$ cat src/rtl/gpio_filter_sched_pkg.sv
// Shared constants, index-width helper and event record for the GPIO filter scheduler.
package gpio_filter_sched_pkg;

  localparam int DEF_DIV  = 3;
  localparam int CH_MAX_W = 5;

  function automatic int ch_w(input int n);
    return (n > 1) ? $clog2(n) : 1;
  endfunction

  typedef struct packed {
    logic [CH_MAX_W-1:0] ch;
    logic                level;
  } evt_t;

endpackage

$ cat src/rtl/gpio_filter_sched_rr_arbiter.sv
// Combinational round-robin grant: first request strictly after last_gnt, wrapping.
module gpio_filter_sched_rr_arbiter
  import gpio_filter_sched_pkg::*;
#(
  parameter int NCH = 8
) (
  input  logic [NCH-1:0]         req,
  input  logic [ch_w(NCH)-1:0]   last_gnt,
  output logic [NCH-1:0]         gnt_oh,
  output logic [ch_w(NCH)-1:0]   gnt_idx,
  output logic                   gnt_any
);

  localparam int IW = ch_w(NCH);
  localparam int PW = $clog2(2 * NCH);

  logic [2*NCH-1:0] req_dbl;

  assign req_dbl = {req, req};

  // Scan farthest-first so the nearest request after last_gnt is the final write.
  always_comb begin
    gnt_oh  = '0;
    gnt_idx = '0;
    gnt_any = 1'b0;
    for (int k = NCH; k >= 1; k--) begin
      if (req_dbl[PW'(int'(last_gnt) + k)]) begin
        gnt_any = 1'b1;
        gnt_idx = IW'((int'(last_gnt) + k) % NCH);
      end
    end
    if (gnt_any) gnt_oh[gnt_idx] = 1'b1;
  end

endmodule

$ cat src/rtl/gpio_filter_sched.sv
// Per-channel sample-strobe generator and change-event scheduler for a GPIO filter bank.
module gpio_filter_sched
  import gpio_filter_sched_pkg::*;
#(
  parameter int NCH     = 8,
  parameter int DIVW    = 8,
  parameter int DEF_DIV = gpio_filter_sched_pkg::DEF_DIV
) (
  input  logic                    clk,
  input  logic                    reset_n,
  input  logic [NCH-1:0]          ch_en,
  input  logic                    cfg_we,
  input  logic [$clog2(NCH)-1:0]  cfg_ch,
  input  logic [DIVW-1:0]         cfg_div,
  input  logic [NCH-1:0]          fin,
  output logic [NCH-1:0]          ena,
  output logic                    evt_valid,
  input  logic                    evt_ready,
  output logic [$clog2(NCH)-1:0]  evt_ch,
  output logic                    evt_level,
  output logic [NCH-1:0]          ovf,
  input  logic [NCH-1:0]          ovf_clr
);

  localparam int IW = ch_w(NCH);

  logic [NCH-1:0] pending_vec;
  logic [NCH-1:0] last_vec;
  logic [NCH-1:0] gnt_oh;
  logic [IW-1:0]  gnt_idx;
  logic           gnt_any;
  logic           slot_free;
  logic [IW-1:0]  rr_ptr_reg;
  logic           evt_valid_reg;
  evt_t           evt_reg;

  assign slot_free = !evt_valid_reg || evt_ready;

  gpio_filter_sched_rr_arbiter #(.NCH(NCH)) u_arb (
    .req      (pending_vec),
    .last_gnt (rr_ptr_reg),
    .gnt_oh   (gnt_oh),
    .gnt_idx  (gnt_idx),
    .gnt_any  (gnt_any)
  );

  genvar gi;
  generate
    for (gi = 0; gi < NCH; gi++) begin : g_ch
      logic [DIVW-1:0] div_reg;
      logic [DIVW-1:0] cnt_reg;
      logic            ena_reg;
      logic            last_reg;
      logic            pending_reg;
      logic            ovf_reg;
      logic            cfg_hit;
      logic            change;
      logic            granted;

      assign cfg_hit = cfg_we && (cfg_ch == IW'(gi));
      assign change  = ch_en[gi] && (fin[gi] != last_reg);
      assign granted = slot_free && gnt_oh[gi];

      // last follows fin unconditionally: when enabled it only differs on a change,
      // when disabled it tracks silently so re-enabling raises no event.
      always_ff @(posedge clk or negedge reset_n) begin
        if (!reset_n) begin
          div_reg     <= DIVW'(DEF_DIV);
          cnt_reg     <= '0;
          ena_reg     <= 1'b0;
          last_reg    <= 1'b1;
          pending_reg <= 1'b0;
          ovf_reg     <= 1'b0;
        end else begin
          if (cfg_hit) begin
            div_reg <= cfg_div;
            cnt_reg <= '0;
            ena_reg <= 1'b0;
          end else if (!ch_en[gi]) begin
            cnt_reg <= '0;
            ena_reg <= 1'b0;
          end else if (cnt_reg == div_reg) begin
            cnt_reg <= '0;
            ena_reg <= 1'b1;
          end else begin
            cnt_reg <= cnt_reg + 1'b1;
            ena_reg <= 1'b0;
          end

          last_reg <= fin[gi];

          // A new change beats a same-cycle grant, so the newer level is re-posted.
          if (change) pending_reg <= 1'b1;
          else if (granted) pending_reg <= 1'b0;

          if (change && pending_reg && !granted) ovf_reg <= 1'b1;
          else if (ovf_clr[gi]) ovf_reg <= 1'b0;
        end
      end

      assign ena[gi]         = ena_reg;
      assign ovf[gi]         = ovf_reg;
      assign pending_vec[gi] = pending_reg;
      assign last_vec[gi]    = last_reg;
    end
  endgenerate

  always_ff @(posedge clk or negedge reset_n) begin
    if (!reset_n) begin
      evt_valid_reg <= 1'b0;
      evt_reg       <= '0;
      rr_ptr_reg    <= IW'(NCH - 1);
    end else if (slot_free) begin
      if (gnt_any) begin
        evt_valid_reg <= 1'b1;
        evt_reg.ch    <= CH_MAX_W'(gnt_idx);
        evt_reg.level <= last_vec[gnt_idx];
        rr_ptr_reg    <= gnt_idx;
      end else begin
        evt_valid_reg <= 1'b0;
      end
    end
  end

  assign evt_valid = evt_valid_reg;
  assign evt_ch    = IW'(evt_reg.ch);
  assign evt_level = evt_reg.level;

endmodule
$ cat config.mk
export PLATFORM = sky130hd
export DESIGN_NAME = gpio_filter_sched
export DESIGN_NICKNAME = d
export VERILOG_FILES = /design/src/rtl/gpio_filter_sched_pkg.sv /design/src/rtl/gpio_filter_sched_rr_arbiter.sv /design/src/rtl/gpio_filter_sched.sv
export SDC_FILE = /design/constraint.sdc
export NUM_CORES = 1
export LEC_CHECK = 0
export BUFFER_PORTS_ARGS = -buffer_cell sky130_fd_sc_hd__buf_2
export CORE_MARGIN = 2
export CORE_UTILIZATION = 60
export CTS_BUF_LIST = sky130_fd_sc_hd__clkbuf_4 sky130_fd_sc_hd__clkbuf_8
export DETAILED_ROUTE_END_ITERATION = 12
export GPL_ROUTABILITY_DRIVEN = 1
export PLACE_DENSITY = 0.79
export RECOVER_POWER = 100
export SYNTH_ARGS = -nofsm -noshare
export SYNTH_HDL_FRONTEND = slang
export SYNTH_SLANG_ARGS = --single-unit
$ cat constraint.sdc
create_clock -name clk -period 4.9 [get_ports clk]
set_input_delay 0.245 -clock clk [delete_from_list [all_inputs] [get_ports clk]]
set_output_delay 0.245 -clock clk [all_outputs]
set_load 0.01 [all_outputs]
Yosys cells after proc, flatten, opt, wreduce, memory -nomap -nowiden
Cells that the tools add are included.
- output and inout bits: 21
- word-level logic and storage cells: 296
- register bits: 168
- input port bits: 39
- muxes and demuxes: 126
- reductions and logical operators: 69
- add/subtract/negate cells: 16
- magnitude comparators: 10
- eq/ne operators: 23
- operators by type and width (operator ; count):
    8-bit 2-to-1 mux ; 25
    1-bit 2-to-1 mux ; 83
    8-bit by 1-bit adder with 8-bit output, second input constant ; 8
    8-bit equality test ; 8
    4-bit by 6-bit < comparator with 1-bit output, second input constant ; 8
    1-bit logical AND ; 41
    1-bit binary-select mux with 4-bit select ; 8
    2-bit nonzero test ; 16
    3-bit 2-to-1 mux ; 8
    3-bit by 3-bit adder with 4-bit output, second input constant ; 4
    3-bit equality test, second input constant ; 4
    1-bit zero test ; 9
    3-bit by 2-bit adder with 4-bit output, second input constant ; 2
    1-bit inequality test ; 8
    3-bit by 2-bit equality test with 1-bit output, second input constant ; 2
    3-bit by 1-bit adder with 4-bit output, second input constant ; 1
    3-bit by 4-bit adder with 4-bit output, second input constant ; 1
    3-bit by 4-bit < comparator with 1-bit output, second input constant ; 1
    1-bit binary-select mux with 3-bit select ; 1
    1-bit demux with 3-bit select ; 1
    3-bit by 1-bit equality test with 1-bit output, second input constant ; 1
    3-bit by 1-bit greater-or-equal comparator with 1-bit output, second input constant ; 1
    3-bit zero test ; 1
    2-bit AND reduction ; 1
    1-bit logical OR ; 1

Depth between registers and ports, before layout
Gate-level depths: netlist of run 1.
- depth after elaboration: 21
- depth in mapped cells: 14
- gate-level depth less buffers: 10

Cells and area by module
A second synthesis of run 1 with hierarchy kept.
- cell total of the unflattened synthesis: 744
- area, all modules: 8644.5 µm²
- modules (own cells, without submodules) (module ; instances ; seq. area each (µm²) ; cells each ; area each (µm²)):
    gpio_filter_sched ; 1 ; 4237.8 ; 639 ; 7636.1
    gpio_filter_sched_rr_arbiter ; 1 ; 0.0 ; 105 ; 1008.5

Worst setup path after synthesis of run 1
No wires, ideal clock.
- path type: register -> register
- start point: register rr_ptr_reg[1]
- end point: register evt_reg, in the netlist evt_level
- buffers on the path: 3
- period minus slack after synthesis: 3.548 ns
- setup time: 0.128 ns
- data arrival time: 3.420 ns
- cell stages (with the launch flop): 13
- slack: 1.352 ns
- required time: 4.772 ns
- cells stage by stage: dfstp_2 buf_6 buf_6 inv_1 ha_1 buf_2 mux4_2 or3_1 o311a_1 o22ai_2 mux2_1 a221oi_1 o21ai_1
- longest elaborated chain between the ends: 14
- elaborated cells between the ends (all ways): 51
- classes of those cells: add/sub: 8; mux: 42; reduce/logical: 1
- ends and longest elaborated chain (item ; line ; source):
    start, declared ; gpio_filter_sched.sv:33 ; logic [IW-1:0] rr_ptr_reg;
    start signal, assigned ; gpio_filter_sched.sv:112 ; rr_ptr_reg <= IW'(NCH - 1);
    start signal, assigned ; gpio_filter_sched.sv:118 ; rr_ptr_reg <= gnt_idx;
    3-bit by 4-bit adder with 4-bit output ; gpio_filter_sched_rr_arbiter.sv:29 ; gnt_idx = IW'((int'(last_gnt) + k) % NCH);
    1-bit binary-select mux with 4-bit select ; gpio_filter_sched_rr_arbiter.sv:27 ; if (req_dbl[PW'(int'(last_gnt) + k)]) begin
    1-bit 2-to-1 mux (not written as such) (2 in a row) ; gpio_filter_sched_rr_arbiter.sv:27 ;
    3-bit 2-to-1 mux (8 in a row) ; gpio_filter_sched_rr_arbiter.sv:27 ;
    1-bit binary-select mux with 3-bit select ; gpio_filter_sched.sv:117 ; evt_reg.level <= last_vec[gnt_idx];
    1-bit 2-to-1 mux (not written as such) ; gpio_filter_sched.sv:117 ;
    end, declared ; gpio_filter_sched.sv:35 ; evt_t evt_reg;
Several ways; a longest one is shown, not always the timed one. The select of a mux whose other input is x is not followed.
A chain may end at the register's enable or synchronous reset.

Final worst setup path of run 1
Ends and elaborated chain as after synthesis.

==> results.cfg, run 1 <==
[outcome]
status = finished with violations
violations = capacitance limit, slew limit

[sta]
tightest_slew_ps = 2910
maxSlewHeadroom_pct = -94.0
period_share_pct = 88.2
period_minus_slack_ps = 4320
setup_tns_ps = 0
clock_skew_ps = 9.21
clock.fmax_mhz = 231
grt_setup_unrepaired = false
setup_viol_count_final = 0
hold_viol_final = 0
slew_viol_final = 123

[setup_path]
worstSetupPathType = reg -> reg
critPathCaptureType = flop
cp-start-kind = flop
required_ps = 5240
arrival_ps = 4660
rr_worst_depth = 9
r2r_setup_slack_ps = 580
rr_endpoint = evt_level
crit_path_start = rr_ptr_reg[1]
timing.rr.start = rr_ptr_reg[1]
critPathMaxFanout = 18

[floorplanning]
die_area_mm2 = 0.0154
start_util_pct = 61.9
core_mm2 = 0.0140
die_w_um = 124
core.rowCount = 43
die_h_um = 124
io_pins = 60

[clock_tree]
cts_tree = done
clockBufferDepth = 2
clkSinkCount = 168
worstSkewPairLatency_ps = 470
cts-root-buf = clkbuf_8
cts_inserted_buffers = 17
clk_pin_slew_ps = 80
cts_htree_levels = 4
ctsHoldBuffers = 15
post_cts_resized = 0
cts_setup_buffers = 0

[final_layout]
layoutNonFillerInstCount = 1014
layout_commonest_cell = dfrtp_1
nets = 871
drive_above_1_share_pct = 21.5
area.growth.synth_to_final_pct = 9.77
diodes = 0
utilization_pct = 67.9
fillCellCount = 1036
stdcell_area_mm2 = 0.00950
final_cell_mix = dfrtp_1, xor2_1, nor2_1, mux2_2, nand2_1

[logic_synthesis]
synth_edf_count = 0
ys_seq_area_share_pct = 49.0
synth-seq-cells = 168
synth_cells = 760
ys.flop_type = dfrtp_1
netlist_area_mm2 = 0.00865
synth.distinct_cells = 56
synth_area_leaders = dfrtp_1, xor2_1, mux2_2
synth.avg_cell_area_um2 = 11.4
yosys_warnings = 0
synth_fp_nets = 810
yosysTopAreaCellShare_pct = 40.8
synth-async-reset-ratio_pct = 100
synth.largest_area_cell = dfrtp_1

[drt]
finalWirelength_um = 19100
drtIter0Drc = 665
drc = 0
dr.pass1.iters = 5
drt-vias-per-instance = 5.94
via_count = 6028
ant_nets = 0
wire_per_inst_um = 18.8

[global_route]
grt_pass1_wl_um = 31400
grt_max_degree = 123
antenna_found_initial = 0
grt-ovfl-total = 0
first_global_vias = 6225
grt_usage_pct = 27.0

[placed_design]
place.gp.congestion = 0.960
post-dp-hpwl_um = 13500
port_buffers = 59
place_area_mm2 = 0.00897
dp_cells = 967

[power]
ir_worst_vdd_mv = 0.279
p_leak_nw = 4.33
p_per_area_mw_per_mm2 = 502

[run]
cap_violations = 1

[min_path]
min_path_cells = 3
hold_class = in -> reg
hp-start = ch_en[3]
min_to = g_ch[3].ena_reg
layer usage:
layer	up-vias	track usage, %	part of all wire (%)
li1	2749	-	-
met1	3055	35.1	43
met2	172	43.1	49
met3	52	6.59	5.2
met4	0	12.0	3.3
met5	-	0	0
kinds of logic after synthesis:
logic type | synth area share [%]
AOI/OAI and AO/OA | 5.02
and+or+nand+nor | 13.3
xor gates and xnor gates | 12.5
buffers and inverters | 3.67
muxes | 14.9
DFF | 49.0
adders and majority gates | 1.59
worst max-delay path: stages (launching register included):
cell	delay, ps
dfstp_1	1050
inv_1	230
ha_1	600
mux4_2	590
or3_1	400
o311a_1	310
o22ai_2	310
mux2_1	350
a221oi_1	240
o21ai_0	120
per-stage QoR:
stage,setup slack (ps),hold WS [ps],power [mW]
finish,576,48.0,4.77
global route,279,26.6,5.05
CTS,900,34.6,4.78
detailed placement,931,373,3.69
global placement,978,370,3.65
floorplan,1350,-50.6,3.33
final cells by class:
| class | instances | area, µm² | area share (%) |
|---|---|---|---|
| Clock inverter | 9 | 149 | 1.57 |
| Sequential cell | 168 | 4240 | 44.6 |
| Tap cell | 180 | 225 | 2.37 |
| Multi-Input combinational cell | 535 | 4100 | 43.1 |
| Clock buffer | 23 | 285 | 3.00 |
| Timing Repair Buffer | 77 | 419 | 4.41 |
| Inverter | 22 | 85.1 | 0.896 |
how the worst max path moves through the flow:
stage | endpoint | slack (ps) | cells past startpoint
2_1_floorplan | evt_level | 1350 | 12
3_3_place_gp | evt_level | 980 | 9
3_5_place_dp | g_ch[5].ovf_reg | 930 | 9
4_1_cts | evt_level | 900 | 9
5_1_grt | evt_level | 280 | 10
6_report | evt_level | 580 | 9
synth_stat cells (7+ instances only):
| master | instances |
|---|---|
| dfrtp_1 | 141 |
| xor2_1 | 108 |
| nor2_1 | 78 |
| mux2_2 | 68 |
| nand2_1 | 45 |
| nand3_1 | 41 |
| dfstp_2 | 27 |
| inv_1 | 21 |
| and3_1 | 18 |
| nor4_1 | 18 |
| buf_4 | 16 |
| xnor2_1 | 16 |
| mux4_2 | 15 |
| mux2i_1 | 13 |
| ha_1 | 11 |
| a21oi_1 | 9 |
| buf_2 | 9 |
| o22ai_1 | 8 |
| o21ai_0 | 7 |
power by group:
group / switching [mW] / internal (mW) / total, mW
combinational: 0.966 / 0.796 / 1.76
clock: 0.481 / 0.594 / 1.08
sequential: 0.293 / 1.64 / 1.93
No activity file was read; power rests on OpenSTA's default activity.
==> inputs of run 2 (changes only) <==
- ABC_AREA: default -> 0
- CELL_PAD_IN_SITES_DETAIL_PLACEMENT: default -> 0
- CELL_PAD_IN_SITES_GLOBAL_PLACEMENT: default -> 1
- CORE_UTILIZATION: 60 -> 51
- PLACE_DENSITY: 0.79 -> default
- PLACE_DENSITY_LB_ADDON: default -> 0.1
==> run 2 against run 1 <==
Against the previous run:
- the flow still finishes with violations (capacitance limit, slew limit)
- sequential cell count did not move
- largest cell class unchanged
- global-route usage fell by 4.5 points
- first-iteration DRC count fell by 51%
- clock-buffer cell count fell by 5
- power fell by 0.72%
- worst hold slack got worse by 8.6 ps
- highest routed layer unchanged
- final area rose by 0.57%
- register-to-register slack improved by 140 ps
- critical path type unchanged
- maximum frequency rose by 3.5%
==> results.cfg, run 2 (synthesis results as in run 1) <==
[power]
p_leak_nw = 4.32
p_per_area_mw_per_mm2 = 496
clock_power_share_pct = 22.2
ir_worst_vdd_mv = 0.264
swShare_pct = 37.5
p_int_mw = 2.96
fin_total_pwr_mw = 4.74
seq_power_share_pct = 40.1
power.switching_mw = 1.78
p_comb_share_pct = 37.7

[floorplanning]
start_util_pct = 52.2
io_pins = 60
die_w_um = 134
core.rowCount = 47
core_mm2 = 0.0166
die_area_mm2 = 0.0180
die_h_um = 134

[clock_tree]
worstSkewPairLatency_ps = 460
cts-root-buf = clkbuf_8
clockBufferDepth = 2
cts_tree = done
cts_inserted_buffers = 17
clk_pin_slew_ps = 90
clkSinkCount = 168
cts_htree_levels = 4

[final_layout]
nets = 873
regArea_mm2 = 0.00424
multi_input_area_mm2 = 0.00409
area.growth.synth_to_final_pct = 10.4
drive_above_1_share_pct = 21.4
final_cell_mix = dfrtp_1, xor2_1, nor2_1, mux2_2, nand2_1
diodes = 0
fillCellCount = 1495
utilization_pct = 57.6
layout_commonest_cell = dfrtp_1

[drt]
ant_nets = 0
finalWirelength_um = 19100
drc = 0
dr.pass1.iters = 4
drt-vias-per-instance = 5.50
via_count = 5813
wire_per_inst_um = 18.0
drtIter0Drc = 325

[placed_design]
port_buffers = 59
place.gp.congestion = 0.899
post-dp-hpwl_um = 13800
pre_cts_ws_ps = 833

[sta]
maxSlewHeadroom_pct = -90.9
clock_skew_ps = 15.2
setup_viol_count_final = 0
period_share_pct = 85.3
setup_tns_ps = 0
fin_ws_ps = 721
holdWs_ps = 39.4
tightest_slew_ps = 2860
clock.fmax_mhz = 239
period_minus_slack_ps = 4180
slew_viol_final = 53
hold_viol_final = 0
grt_setup_unrepaired = false

[setup_path]
rr_worst_depth = 10
cp-start-kind = flop
r2r_setup_slack_ps = 720
critPathMaxFanout = 19
rr_endpoint = g_ch[0].ovf_reg
critPathCapture = g_ch[0].ovf_reg
timing.rr.start = rr_ptr_reg[0]
crit_path_start = rr_ptr_reg[0]
critPathCaptureType = flop
worstSetupPathType = reg -> reg
arrival_ps = 4490
required_ps = 5210

[global_route]
antenna_found_initial = 0
first_global_vias = 6041
grt-ovfl-total = 0
grt_usage_pct = 22.5
grt_pass1_wl_um = 31500
grt_max_degree = 69

[outcome]
status = finished with violations
violations = capacitance limit, slew limit

[min_path]
hold_class = in -> reg

[run]
cap_violations = 1
## run 2: cell types whose count changed in the layout (fill, tap and decap cells not counted), sizes merged
cell | before | now
clkbuf | 58 | 52
inv | 22 | 28
buf | 27 | 29
clkinv | 5 | 3
clkinvlp | 0 | 2
bufinv | 4 | 3
dlygate4sd3 | 15 | 16
## run 2: power groups by stage
| stage | registers [mW] | logic [mW] | clock network (mW) |
|---|---|---|---|
| 2_1_floorplan | 1.80 | 1.53 | 0 |
| 3_3_place_gp | 1.92 | 1.77 | 0 |
| 3_5_place_dp | 1.93 | 1.79 | 0 |
| 4_1_cts | 1.90 | 1.81 | 1.08 |
| 5_1_grt | 1.93 | 1.96 | 1.15 |
| 6_report | 1.90 | 1.79 | 1.05 |
## run 2: worst max-delay path, stage by stage (launching register included)
cell and delay [ps]:
dfstp_2 800, inv_1 230, ha_1 720, mux2i_1 190, o21ai_0 380, nor3_1 130, o311a_1 350, o22ai_1 460
nand2_1 250, o31ai_1 380, o22ai_1 150
## run 2: routing by layer
metal | part of all wire [%] | global-route usage [%] | vias to the layer above | wire length, µm
li1 | - | - | 2761 | -
met1 | 46 | 30.0 | 2948 | 8700
met2 | 50 | 38.1 | 85 | 9610
met3 | 2.7 | 3.74 | 19 | 522
met4 | 1.2 | 6.32 | 0 | 225
met5 | 0 | 0 | - | 0
## run 2: what timing repair did
item                                   4_1_cts  5_1_grt
gates resized for setup                      0        0
buffers inserted                             0        0
hold buffers                                16        0
endpoints found under the hold margin       54        0
## run 2: worst min path at each step
| stage | cells after the start | slack [ps] | end | startpoint |
|---|---|---|---|---|
| global placement | 1 | 210 | g_ch[3].cnt_reg[0] | reset_n |
| CTS | 3 | 20 | g_ch[7].ena_reg | ch_en[7] |
| floorplan | 0 | -50 | evt_ch[0] | reset_n |
| detailed placement | 1 | 220 | g_ch[3].cnt_reg[1] | reset_n |
| finish | 3 | 40 | g_ch[7].ena_reg | ch_en[7] |
| global route | 3 | 30 | g_ch[3].ena_reg | ch_en[3] |
## run 2: final cells by class
type                            instances  area share [%]
Clock buffer                           18            2.53
Clock inverter                         14            1.94
Inverter                               22           0.891
Multi-Input combinational cell        535            42.8
Sequential cell                       168            44.4
Tap cell                              220            2.88
Timing Repair Buffer                   79            4.60
## run 2: per-stage QoR
| step | area, µm² | instances |
|---|---|---|
| global route | 9550 | 1056 |
| CTS | 9620 | 1056 |
| global placement | 9030 | 1008 |
| floorplan | 8650 | 760 |
| finish | 9550 | 1056 |
| detailed placement | 9030 | 1008 |
==> inputs of run 3 (changes only) <==
- ABC_AREA: 0 -> 1
- CORE_UTILIZATION: 51 -> 48
==> run 3 against run 2 <==
Against the previous run:
- the run still ends with capacitance limit, slew limit left
- non-clock buffer count up 2
- clock power about the same
- sequential share of layout area is 0.72 points higher
- wire length shrank 3.4%
- maximum frequency is 15% higher
- final area is 1.6% lower
- sequential cell count unchanged
- largest cell class unchanged
==> results.cfg, run 3 <==
[setup_path]
arrival_ps = 4010
rr_endpoint = g_ch[6].ovf_reg
critPathCapture = g_ch[6].ovf_reg
r2r_setup_slack_ps = 1280
timing.rr.start = rr_ptr_reg[0]
worstSetupPathType = reg -> reg
critPathMaxFanout = 12
critPathCaptureType = flop
crit_path_start = rr_ptr_reg[0]
rr_worst_depth = 13
required_ps = 5280
cp-start-kind = flop

[logic_synthesis]
synth.largest_area_cell = dfrtp_1
synth.most_common_cell = nand2_1
yosys.area_share.simple_pct = 25.9
muxShareOfSynthArea_pct = 0
synth_fp_nets = 972
yosys_warnings = 0
netlist_top_cells_count = nand2_1, dfrtp_1, nor2_1, inv_1, o21ai_0
ys.flop_type = dfrtp_1
synth_area_leaders = dfrtp_1, dfstp_2, nand2_1
synth_xor_area_share_pct = 10.3
ys_seq_area_share_pct = 50.2
synth_cells = 922
synth.distinct_cells = 41
synth_top_family_by_area = simple AND/OR/NAND/NOR gates
synth_edf_count = 0
yosysTopAreaCellShare_pct = 41.8
synth_fa_ha_area_share_pct = 1.63
synth.avg_cell_area_um2 = 9.16
synth-async-reset-ratio_pct = 100
synth_compound_area_share_pct = 6.19
netlist_area_mm2 = 0.00845
synth-seq-cells = 168

[clock_tree]
clkSinkCount = 168
cts_tree = done
cts-root-buf = clkbuf_8
clk_pin_slew_ps = 90
cts_htree_levels = 4
clockBufferDepth = 2
worstSkewPairLatency_ps = 450
cts_setup_buffers = 0
cts_inserted_buffers = 17

[sta]
slew_viol_final = 50
clock_skew_ps = 12.3
clock.fmax_mhz = 276
period_minus_slack_ps = 3620
hold_viol_final = 0
grt_setup_unrepaired = false
period_share_pct = 73.9
setup_tns_ps = 0
tightest_slew_ps = 2720
maxSlewHeadroom_pct = -81.1
setup_viol_count_final = 0

[drt]
drt-vias-per-instance = 4.91
drtIter0Drc = 268
finalWirelength_um = 18400
ant_nets = 0
drc = 0
via_count = 6059
dr.pass1.iters = 5
wire_per_inst_um = 14.9

[floorplanning]
die_area_mm2 = 0.0187
io_pins = 60
start_util_pct = 49.0
core.rowCount = 48
core_mm2 = 0.0172
die_h_um = 137
die_w_um = 137

[outcome]
violations = capacitance limit, slew limit
status = finished with violations

[global_route]
antenna_found_initial = 0
grt_usage_pct = 21.4
grt_pass1_wl_um = 30400
first_global_vias = 5897
grt_max_degree = 66
grt-ovfl-total = 0

[power]
clock_power_share_pct = 19.7
fin_total_pwr_mw = 5.33
p_per_area_mw_per_mm2 = 567
p_int_mw = 3.02
p_leak_nw = 4.41
power.switching_mw = 2.31
seq_power_share_pct = 34.9
ir_worst_vdd_mv = 0.370
swShare_pct = 43.4
p_comb_share_pct = 45.4

[final_layout]
nets = 1045
layoutNonFillerInstCount = 1233
area.growth.synth_to_final_pct = 11.3
stdcell_area_mm2 = 0.00940
fillCellCount = 1627
final_cell_mix = nand2_1, dfrtp_1, nor2_1, o21ai_0, inv_1
drive_above_1_share_pct = 14.2
diodes = 0
multi_input_area_mm2 = 0.00369
utilization_pct = 54.5
layout_commonest_cell = nand2_1
regArea_mm2 = 0.00424

[min_path]
hold_class = in -> reg

[placed_design]
place_area_mm2 = 0.00886
dp_cells = 1182
post-dp-hpwl_um = 13100
port_buffers = 59
place.gp.congestion = 0.861

[run]
cap_violations = 1
run 3: cell count changes in the layout (fill, tap and decap cells not counted), moves of 12 or more:
cell / previous run / this run
nor4_1: 18 / 0
inv_1: 21 / 68
mux2i_1: 13 / 0
mux4_2: 15 / 0
mux2_2: 68 / 0
xnor2_1: 16 / 55
nor3_1: 6 / 18
xor2_1: 108 / 42
o21ai_0: 9 / 70
nand3_2: 0 / 23
nand2_1: 45 / 191
nand3_1: 41 / 57
run 3: cell type report:
cell class	count	area share, %
clock buffers	19	2.71
clock inverters	13	1.80
inverters	78	3.25
multi-input cells	649	39.2
flip-flops and latches	168	45.1
well taps	225	2.99
repair buffers	81	4.95
run 3: power by group through the flow:
| stage | clock, mW | sequential [mW] | combinational (mW) |
|---|---|---|---|
| finish | 1.05 | 1.86 | 2.42 |
| global route | 1.14 | 1.89 | 2.74 |
| CTS | 1.08 | 1.86 | 2.48 |
| detailed placement | 0 | 1.88 | 2.46 |
| global placement | 0 | 1.88 | 2.48 |
| floorplan | 0 | 1.82 | 2.06 |
run 3: worst min-delay path by stage:
stage | slack (ps) | start | cells past startpoint | endpoint
after detailed placement | 290 | reset_n | 1 | g_ch[0].cnt_reg[6]
after global placement | 280 | reset_n | 1 | g_ch[0].cnt_reg[6]
after CTS | 3 | ch_en[5] | 3 | g_ch[5].ena_reg
after global routing | 30 | ovf_clr[0] | 4 | g_ch[0].ovf_reg
final | 40 | ovf_clr[1] | 4 | g_ch[1].ovf_reg
after floorplan | -50 | reset_n | 0 | evt_ch[0]
run 3: timing repair:
| action | in CTS | in global routing |
|---|---|---|
| resized for setup | 0 | 0 |
| endpoints found under the hold margin | 71 | 0 |
| hold buffers | 19 | 0 |
run 3: critical path, stage by stage, from the launching register on:
cell	delay [ps]
dfstp_2	660
inv_6	120
ha_1	420
inv_1	270
nand3_1	160
nand3_1	130
nand2_1	120
nor2_1	150
nand4_2	90
o21ai_0	840
nor2_1	250
nand2_1	190
nand3_1	90
nand2_1	70
run 3: metrics by stage:
step	worst slack (ps)	hold slack, ps
floorplan	2320	-50.6
global placement	2100	281
detailed placement	2060	285
CTS	2040	3.16
global route	890	25.2
finish	1280	37.5
run 3: cell families (layout without fill, tap and decap cells):
family                   Yosys count  in the layout
AO/OA/AOI/OAI                     97             97
XOR/XNOR                          98             98
adder cells (fa/ha/maj)           11             11
buffers and inverters            105            191
flip-flops                       168            168
AND/OR/NAND/NOR                  443            443
run 3: per-layer routing:
metal	wire [µm]	global-route usage, %	part of all wire [%]	vias to the layer above
li1	-	-	-	3114
met2	8430	32.9	46	117
met3	665	4.48	3.6	13
met1	9150	30.7	50	2815
met4	165	6.13	0.90	0
met5	0	0	0	-
